--- src/rtl/serial_arith_pkg.sv ---
// Shared types and limits for the bit-serial arithmetic blocks.
package serial_arith_pkg;

  typedef enum logic [1:0] {IDLE, RUN, DONE} ser_state_t;

  localparam int MAX_WIDTH = 32;

endpackage

--- src/rtl/full_subtractor.sv ---
// One-bit full subtractor cell: d = a - b - b_in, with borrow out. Purely combinational.
module full_subtractor (
  input  logic a,
  input  logic b,
  input  logic b_in,
  output logic d,
  output logic b_out
);

  assign d     = a ^ b ^ b_in;
  assign b_out = (~a & b) | (~(a ^ b) & b_in);

endmodule

--- src/rtl/serial_subtractor.sv ---
// Bit-serial a - b, LSB first; result valid WIDTH cycles after accept and held until out_ready.
// Optional signed-overflow flag on port ovf when SIGNED_OVF_EN is defined.
module serial_subtractor
  import serial_arith_pkg::*;
#(
  parameter int WIDTH = 8
) (
  input  logic             clk,
  input  logic             rst,
  input  logic             in_valid,
  output logic             in_ready,
  input  logic [WIDTH-1:0] a,
  input  logic [WIDTH-1:0] b,
  output logic             out_valid,
  input  logic             out_ready,
  output logic [WIDTH-1:0] diff,
  output logic             borrow_out,
  output logic             busy
`ifdef SIGNED_OVF_EN
  ,
  output logic             ovf
`endif
);

  localparam int CW = $clog2(WIDTH + 1);

  ser_state_t       state_q, state_d;
  logic [WIDTH-1:0] a_sh_q, a_sh_d;
  logic [WIDTH-1:0] b_sh_q, b_sh_d;
  logic [WIDTH-1:0] res_q, res_d;
  logic             bor_q, bor_d;
  logic [CW-1:0]    cnt_q, cnt_d;
  logic             cell_d, cell_bout;
  logic             last_bit;

`ifdef SIGNED_OVF_EN
  logic a_msb_q, a_msb_d;
  logic b_msb_q, b_msb_d;
  logic ovf_q, ovf_d;
`endif

  full_subtractor u_cell (
    .a    (a_sh_q[0]),
    .b    (b_sh_q[0]),
    .b_in (bor_q),
    .d    (cell_d),
    .b_out(cell_bout)
  );

  assign last_bit = (cnt_q == CW'(WIDTH - 1));

  always_comb begin
    state_d = state_q;
    a_sh_d  = a_sh_q;
    b_sh_d  = b_sh_q;
    res_d   = res_q;
    bor_d   = bor_q;
    cnt_d   = cnt_q;
`ifdef SIGNED_OVF_EN
    a_msb_d = a_msb_q;
    b_msb_d = b_msb_q;
    ovf_d   = ovf_q;
`endif
    case (state_q)
      IDLE: begin
        if (in_valid) begin
          a_sh_d  = a;
          b_sh_d  = b;
          bor_d   = 1'b0;
          cnt_d   = '0;
          state_d = RUN;
`ifdef SIGNED_OVF_EN
          a_msb_d = a[WIDTH-1];
          b_msb_d = b[WIDTH-1];
`endif
        end
      end
      RUN: begin
        a_sh_d = a_sh_q >> 1;
        b_sh_d = b_sh_q >> 1;
        res_d  = {cell_d, res_q[WIDTH-1:1]};
        bor_d  = cell_bout;
        cnt_d  = cnt_q + CW'(1);
        if (last_bit) begin
          state_d = DONE;
`ifdef SIGNED_OVF_EN
          // The cell output on the final edge is the result MSB.
          ovf_d = (a_msb_q != b_msb_q) && (cell_d != a_msb_q);
`endif
        end
      end
      DONE: begin
        if (out_ready) state_d = IDLE;
      end
      default: state_d = IDLE;
    endcase
  end

  always_ff @(posedge clk) begin
    if (rst) begin
      state_q <= IDLE;
      a_sh_q  <= '0;
      b_sh_q  <= '0;
      res_q   <= '0;
      bor_q   <= 1'b0;
      cnt_q   <= '0;
`ifdef SIGNED_OVF_EN
      a_msb_q <= 1'b0;
      b_msb_q <= 1'b0;
      ovf_q   <= 1'b0;
`endif
    end else begin
      state_q <= state_d;
      a_sh_q  <= a_sh_d;
      b_sh_q  <= b_sh_d;
      res_q   <= res_d;
      bor_q   <= bor_d;
      cnt_q   <= cnt_d;
`ifdef SIGNED_OVF_EN
      a_msb_q <= a_msb_d;
      b_msb_q <= b_msb_d;
      ovf_q   <= ovf_d;
`endif
    end
  end

  assign in_ready   = (state_q == IDLE);
  assign busy       = (state_q != IDLE);
  assign out_valid  = (state_q == DONE);
  assign diff       = res_q;
  assign borrow_out = bor_q;
`ifdef SIGNED_OVF_EN
  assign ovf        = ovf_q;
`endif

endmodule

--- config.mk ---
export PLATFORM = sky130hd
export DESIGN_NAME = serial_subtractor
export DESIGN_NICKNAME = d
export VERILOG_FILES = /design/src/rtl/serial_arith_pkg.sv /design/src/rtl/full_subtractor.sv /design/src/rtl/serial_subtractor.sv
export SDC_FILE = /design/constraint.sdc
export NUM_CORES = 1
export LEC_CHECK = 0
export CELL_PAD_IN_SITES_DETAIL_PLACEMENT = 1
export CELL_PAD_IN_SITES_GLOBAL_PLACEMENT = 1
export CORE_ASPECT_RATIO = 2
export CORE_MARGIN = 5
export CORE_UTILIZATION = 36
export CTS_CLUSTER_SIZE = 40
export DETAILED_ROUTE_END_ITERATION = 6
export PLACE_DENSITY = 0.9
export SLEW_MARGIN = 0
export SYNTH_ARGS = -nofsm -noshare
export SYNTH_HDL_FRONTEND = slang
export SYNTH_SLANG_ARGS = --single-unit
--- constraint.sdc ---
create_clock -name clk -period 1.7 [get_ports clk]
set_clock_uncertainty 0.1 [all_clocks]
set_input_delay 0.17 -clock clk [delete_from_list [all_inputs] [get_ports clk]]
set_output_delay 0.17 -clock clk [all_outputs]
set_load 0.05 [all_outputs]
[Yosys cells after proc, flatten, opt, wreduce, memory -nomap -nowiden]
Index checks and enable logic that the tools add are counted.
Storage, ports and cells
  output and inout port bits: 12
  logic and storage cells: 37
  bits of input ports: 20
  flip-flop bits (word level): 31
Cells by class
  reductions and logical operators: 5
  muxes and demuxes: 12
  equality and inequality tests: 6
  $add $sub $neg: 1
  bitwise logic cells: 7
Operators by type and width (count)
  $pmux 8 s2: 2
  $mux 8: 2
  $pmux 4 s2: 1
  $mux 2: 3
  $pmux 2 s3: 1
  $add 4x1->4 const B: 1
  $eq 4x3->1 const B: 1
  $mux 4: 1
  $ne 2x2->1 const B: 2
  $reduce_bool 2->1: 2
  $reduce_and 3->1: 1
  $and 1x1->1: 2
  $eq 2x1->1 const B: 1
  $eq 2x2->1 const B: 1
  $logic_not 2->1: 1
  $ne 2x1->1 const B: 1
  $not 1->1: 2
  $pmux 1 s2: 1
  $reduce_and 2->1: 1
  $xor 1x1->1: 2
  $mux 1: 1
  $or 1x1->1: 1

[Logic depth before layout (Yosys ltp)]
Gate-level depths: netlist of run 1.
  depth in word-level cells: 5
  depth in mapped cells: 5
  mapped depth without buffers: 4

[By module]
From an unflattened synthesis of run 1, not the netlist that was laid out.
Unflattened totals
  cell total of the unflattened synthesis: 175
  area, all modules: 1473.9 um^2
Modules (own cells, without submodules)
  serial_subtractor: times used 1, area an instance 1442.6 um^2, cells each 171, seq. area each 620.6 um^2
  full_subtractor: times used 1, area an instance 31.3 um^2, cells each 4, seq. area each 0.0 um^2

[Least setup slack after synthesis of run 1]
OpenSTA, ideal clock, no wires.
  path kind: flip-flop to output port
  start point: reg state_q[0]
  end point: out busy
  data required time: 1.430 ns
  data arrival time: 1.810 ns
  stages on the path, launching flop included: 5
  path buffers: 2
  setup slack: -0.380 ns
  cell sequence: dfxtp_1 > buf_6 > buf_2 > nor2_1 > inv_1
On the way
  word-level cells in the longest chain between the ends: 1
RTL lines
  start, declared: RTL line serial_subtractor.sv:27  | ser_state_t state_q, state_d;
  start signal, assigned: RTL line serial_subtractor.sv:113  | state_q <= state_d;
  $reduce_bool 2->1: RTL line serial_subtractor.sv:128  | assign busy = (state_q != IDLE);
  end, declared: RTL line serial_subtractor.sv:18  | output logic busy
Every way passes these cells.

[Final worst setup path of run 1]
  start point: reg state_q[1]
  end point: out out_valid
On the way
  word-level cells in the longest chain between the ends: 1
RTL lines
  $eq 2x2->1: RTL line serial_subtractor.sv:129  | assign out_valid = (state_q == DONE);
  end, declared: RTL line serial_subtractor.sv:14  | output logic out_valid,
Every way passes these cells.

==> results_dict.tcl, run 1 <==
set metrics [dict create \
    clk_pin_slew_worst_paths_ns 0.07 \
    finalHoldViolations 0 \
    fin_ws_ns 0.196 \
    syn-num-nets 175 \
    yosys-top-cells-count "dfxtp_1 (31), nor2_1 (29), nand2_1 (17), a211oi_1 (14), o2bb2ai_1 (9)" \
    post-route-cell-area_sq_um 1780 \
    yosysWarnings 0 \
    final_max_slew_viol_count 0 \
    cts_root_buf "clkbuf_8" \
    min_period_ns 1.50 \
    initial_utilization 0.372 \
    seqCellArea_sq_um 621 \
    rows 31 \
    nets 206 \
    layout-drive-gt1-share 0.151 \
    async_flop_share 0 \
    grt_pass1_vias 1339 \
    syn_inst 153 \
    htreeDepth 2 \
    die_area_sq_um 5120 \
    end_kind "output pin" \
    synthToLayoutAreaGrowth_pct 32.6 \
    die_y_um 96.3 \
    ios 32 \
    insertion_delay_ns 0.28 \
    seq_area_frac_synth 0.463 \
    ir_worst_vdd_mv 0.497 \
    hpwl_um 2840 \
    hold_buffers 0 \
    finish.utilization 0.493 \
    placed_cells 226 \
    cap_violations 0 \
    ys.flop_type "dfxtp_1" \
    vias 1237 \
    grt_util_all_layers 0.164 \
    num_antenna_cells 0 \
    antenna_found_initial 0 \
    setup_viol 0 \
    port_buffers 31 \
    drt-total-wl_um 3720 \
    cp.arrival_ns 1.23 \
    drt-vias-per-instance 5.29 \
    tightestPinTransition_ns 0.459 \
    period_share 0.884 \
    multi_input_area_sq_um 652 \
    synth_area_leaders "dfxtp_1 (46%), nor2_1 (8.1%), a211oi_1 (7.8%)" \
    stdcell_count 234 \
    crit_fanout 9 \
    dp_worst_setup_slack_ns -0.0109 \
    die_w_um 53.2 \
    yosys.cell_count.top_type "dfxtp_1" \
    placed_cell_area_sq_um 1700 \
    wl_per_cell_um 15.9 \
    p_per_area_nw_per_um2 905 \
    yosys.area.top_type_share 0.463 \
    ys_types 32 \
    core_sq_um 3610 \
    n_fill_cell 424 \
    cts.sinks 31 \
    relSlewSlack 0.693 \
    dr.pass1.iters 4 \
    clock.fmax_mhz 665 \
    ys_ff_latch 31 \
    yosysTopAreaCell "dfxtp_1" \
    syn_avg_cell_area_sq_um 8.77 \
    grt_overflow 0 \
    start_kind "register" \
    cts_max_path_buffers 2 \
    synth_edf_count 0 \
    worstPathRequired_ns 1.43 \
    path_class "register to output pin" \
    p_leak_nw 0.676 \
    hold_path_class "register to register" \
    grt_max_degree 32 \
    netlist_area_sq_um 1340 \
    grt_pass1_wl_um 6080 \
    drt_iter0_drc 13 \
    cts.repair.resized 0 \
    drc 0 \
    rsz0062_at_grt "false" \
    cts_setup_buffers 0 \
    gp_congestion 0.714 \
    cts_tree "yes" \
    drtAntennaViolNets 0 \
    outcome "complete, no violations" \
    cts_buffers 5 \
]
==> power by group <==
group	switching [mW]	leakage, nW	internal [mW]
sequential	0.0267	0.255	0.769
combinational	0.142	0.379	0.123
clock	0.262	0.0422	0.287
==> per-layer routing <==
| layer | GRT usage | share of wire |
|---|---|---|
| met3 | 0.0388 | 0.039 |
| met5 | 0 | 0 |
| met1 | 0.167 | 0.37 |
| met4 | 0.0746 | 0.027 |
| met2 | 0.302 | 0.57 |
==> stage by stage <==
step / TNS (ns) / hold WS, ns / total power [mW]
CTS: 0 / 0.369 / 1.63
floorplan: 0 / 0.149 / 0.965
global placement: 0 / 0.344 / 1.06
finish: 0 / 0.363 / 1.61
detailed placement: -0.0110 / 0.358 / 1.08
global route: 0 / 0.386 / 1.67
==> cell type report <==
class | count | area share
multi-input cells | 107 | 0.367
flip-flops and latches | 31 | 0.349
repair buffers | 35 | 0.196
clock buffers | 7 | 0.0429
well taps | 49 | 0.0345
inverters | 4 | 0.00844
clock inverters | 1 | 0.00281
==> flip-flops by register name, summed over array words and instances (netlist names) <==
signal and count:
a_sh_q 8, b_sh_q 8, diff 8, cnt_q 4
state_q 2, borrow_out 1
==> worst paths after layout <==
path / from / end / slack (ns) / cells after the start
max: state_q[1] / out_valid / 0.20 / 2
max reg2reg: state_q[0] / diff[7] / 0.26 / 4
min reg2reg: diff[0] / diff[0] / 0.36 / 2
min: diff[0] / diff[0] / 0.36 / 2
==> worst max-delay path, stage by stage, from the launching register on <==
cell	delay, ns
dfxtp_1	0.52
nor2b_1	0.21
buf_4	0.22
==> cells by family (layout without fill, tap and decap cells) <==
| logic type | Yosys count | count (layout) | synth area share |
|---|---|---|---|
| buffers and inverters | 15 | 47 | 0.0569 |
| adder cells (fa/ha/maj) | 2 | 2 | 0.0243 |
| AO/OA/AOI/OAI | 46 | 46 | 0.256 |
| multiplexers | 1 | 1 | 0.00746 |
| flip-flops | 31 | 31 | 0.463 |
| AND/OR/NAND/NOR | 58 | 58 | 0.193 |
==> placed cells by master (no fill, tap or decap), drive strengths merged, types with 2 or more instances in the layout <==
cell type,Yosys,layout
a21oi,9,9
a211oi,14,14
nand2,18,18
nand3,2,2
inv,4,4
nor2,29,29
a22oi,2,2
o22ai,5,5
dfxtp,31,31
nand2b,3,3
buf,7,16
o2bb2ai,9,9
clkbuf,4,7
clkdlybuf4s50,0,19
a32oi,2,2
Note: power is estimated with default switching activity, not from simulation.
==> inputs of run 2 (changes only) <==
--- a/config.mk
+++ b/config.mk
@@ -9,10 +9,12 @@
 export CELL_PAD_IN_SITES_GLOBAL_PLACEMENT = 1
 export CORE_ASPECT_RATIO = 2
 export CORE_MARGIN = 5
-export CORE_UTILIZATION = 36
+export CORE_UTILIZATION = 37
+export CTS_BUF_LIST = sky130_fd_sc_hd__clkbuf_4
 export CTS_CLUSTER_SIZE = 40
 export DETAILED_ROUTE_END_ITERATION = 6
-export PLACE_DENSITY = 0.9
+export PLACE_DENSITY = 0.92
+export RECOVER_POWER = 25
 export SLEW_MARGIN = 0
 export SYNTH_ARGS = -nofsm -noshare
 export SYNTH_HDL_FRONTEND = slang
==> results_dict.tcl, run 2 (synthesized netlist as in run 1, its figures left out) <==
set metrics [dict create \
    r2r_setup_slack_ns 0.20 \
    hold_buffers 0 \
    min_from "diff[0]" \
    drt_iter0_drc 4 \
    cts_setup_buffers 0 \
    finalHoldViolations 0 \
    setup_viol 0 \
    end_kind "output pin" \
    vias 1238 \
    die_w_um 52.6 \
    p_comb_frac 0.177 \
    port_buffers 31 \
    rsz0062_at_grt "false" \
    start_kind "register" \
    cts.repair.resized 1 \
    die_area_sq_um 5000 \
    n_fill_cell 444 \
    pwr-share-clk 0.269 \
    grt_max_degree 32 \
    cp.arrival_ns 1.29 \
    core_sq_um 3570 \
    rr_startpoint "state_q[0]" \
    cap_violations 0 \
    drt-vias-per-instance 5.29 \
    grt_pass1_wl_um 6160 \
    switching_share 0.273 \
    layout_common_cells "dfxtp_1 (30), nor2_1 (28), clkdlybuf4s50_1 (19), nand2_1 (17), a211oi_1 (14)" \
    initial_utilization 0.376 \
    worst_path_max_delay_cell "dfxtp_1" \
    final_max_slew_viol_count 0 \
    reg2reg_depth 3 \
    period_share 0.920 \
    r2r-end "cnt_q[1]" \
    holdPathStages 2 \
    layout-drive-gt1-share 0.114 \
    hpwl_um 2910 \
    cts_buffers 5 \
    dp_worst_setup_slack_ns 0.00606 \
    num_antenna_cells 0 \
    internal_power_mw 1.05 \
    cts_root_buf "clkbuf_4" \
    synthToLayoutAreaGrowth_pct 27.3 \
    htreeDepth 2 \
    tightestPinTransition_ns 0.670 \
    fin_ws_ns 0.136 \
    cts.sinks 31 \
    layout_commonest_cell "dfxtp_1" \
    finalSetupTns_ns 0 \
    seq_power_share 0.554 \
    hold_path_class "register to register" \
    rows 31 \
    path_class "register to output pin" \
    grt_pass1_vias 1380 \
    path_cells "nor2b_1, buf_4" \
    nets 208 \
    ir_worst_vdd_mv 0.530 \
    ios 32 \
    worstPathRequired_ns 1.43 \
    drtAntennaViolNets 0 \
    crit_fanout 9 \
    grt_util_all_layers 0.165 \
    antenna_found_initial 0 \
    min_to "diff[0]" \
    cts_max_path_buffers 2 \
    min_period_ns 1.56 \
    outcome "complete, no violations" \
    relSlewSlack 0.552 \
    p_leak_nw 0.625 \
    dr.pass1.iters 4 \
    power.switching_uw 394 \
    finish.utilization 0.479 \
    insertion_delay_ns 0.32 \
    die_y_um 95.2 \
    drc 0 \
    drt-total-wl_um 3790 \
    grt_overflow 0 \
    p_per_area_nw_per_um2 845 \
    cts_tree "yes" \
    clock.fmax_mhz 639 \
    clk_pin_slew_worst_paths_ns 0.08 \
    gp_congestion 0.768 \
    wl_per_cell_um 16.2 \
    cpPeakStageDelay_ns 0.53 \
]
run 2: cell types whose count changed in the layout (fill, tap and decap cells not counted), sizes merged:
| cell | delta |
|---|---|
| clkbuf | +8 |
| buf | -7 |
| clkinv | -1 |
run 2: stage by stage:
step                      hold slack, ns  total power, mW  instance area [sq um]  instances
after floorplan                    0.149            0.965                   1350        153
after global placement             0.346             1.06                   1700        228
after detailed placement           0.369             1.08                   1700        228
after CTS                          0.381             1.47                   1750        234
after global routing               0.398             1.51                   1710        234
final                              0.371             1.44                   1710        234
run 2: layer usage:
metal / global-route usage / vias to the layer above / part of all wire
li1: - / 611 / -
met1: 0.155 / 585 / 0.35
met2: 0.316 / 31 / 0.58
met3: 0.0297 / 11 / 0.033
met4: 0.0917 / 0 / 0.037
met5: 0 / - / 0
run 2: power by group through the flow:
stage	combinational, mW	sequential, mW	clock [mW]
after floorplan	0.146	0.819	0
after global placement	0.247	0.813	0
after detailed placement	0.261	0.816	0
after CTS	0.262	0.800	0.407
after global routing	0.280	0.805	0.428
final	0.255	0.799	0.389
run 2: worst max-delay path by stage:
stage | start | end | slack (ns)
2_1_floorplan | state_q[1] | state_q[1] | 0.01
3_3_place_gp | in_valid | a_sh_q[6] | 0.11
3_5_place_dp | in_valid | b_sh_q[5] | 0.006
4_1_cts | state_q[1] | out_valid | 0.12
5_1_grt | state_q[1] | out_valid | 0.03
6_report | state_q[1] | out_valid | 0.14
run 2: critical path: cells and delay by family (launching register included):
kind                   cells  cell delay (ns)
buffers and inverters      1             0.22
DFF                        1             0.53
and+or+nand+nor            1             0.23
run 2: area by class of cell:
type / count / area, sq um / area share
clock buffer: 6 / 45.0 / 0.0264
sequential: 31 / 622 / 0.364
multi-input combinational: 107 / 648 / 0.379
timing repair buffer: 37 / 317 / 0.185
inverter: 4 / 15.0 / 0.00879
tap: 49 / 61.3 / 0.0359
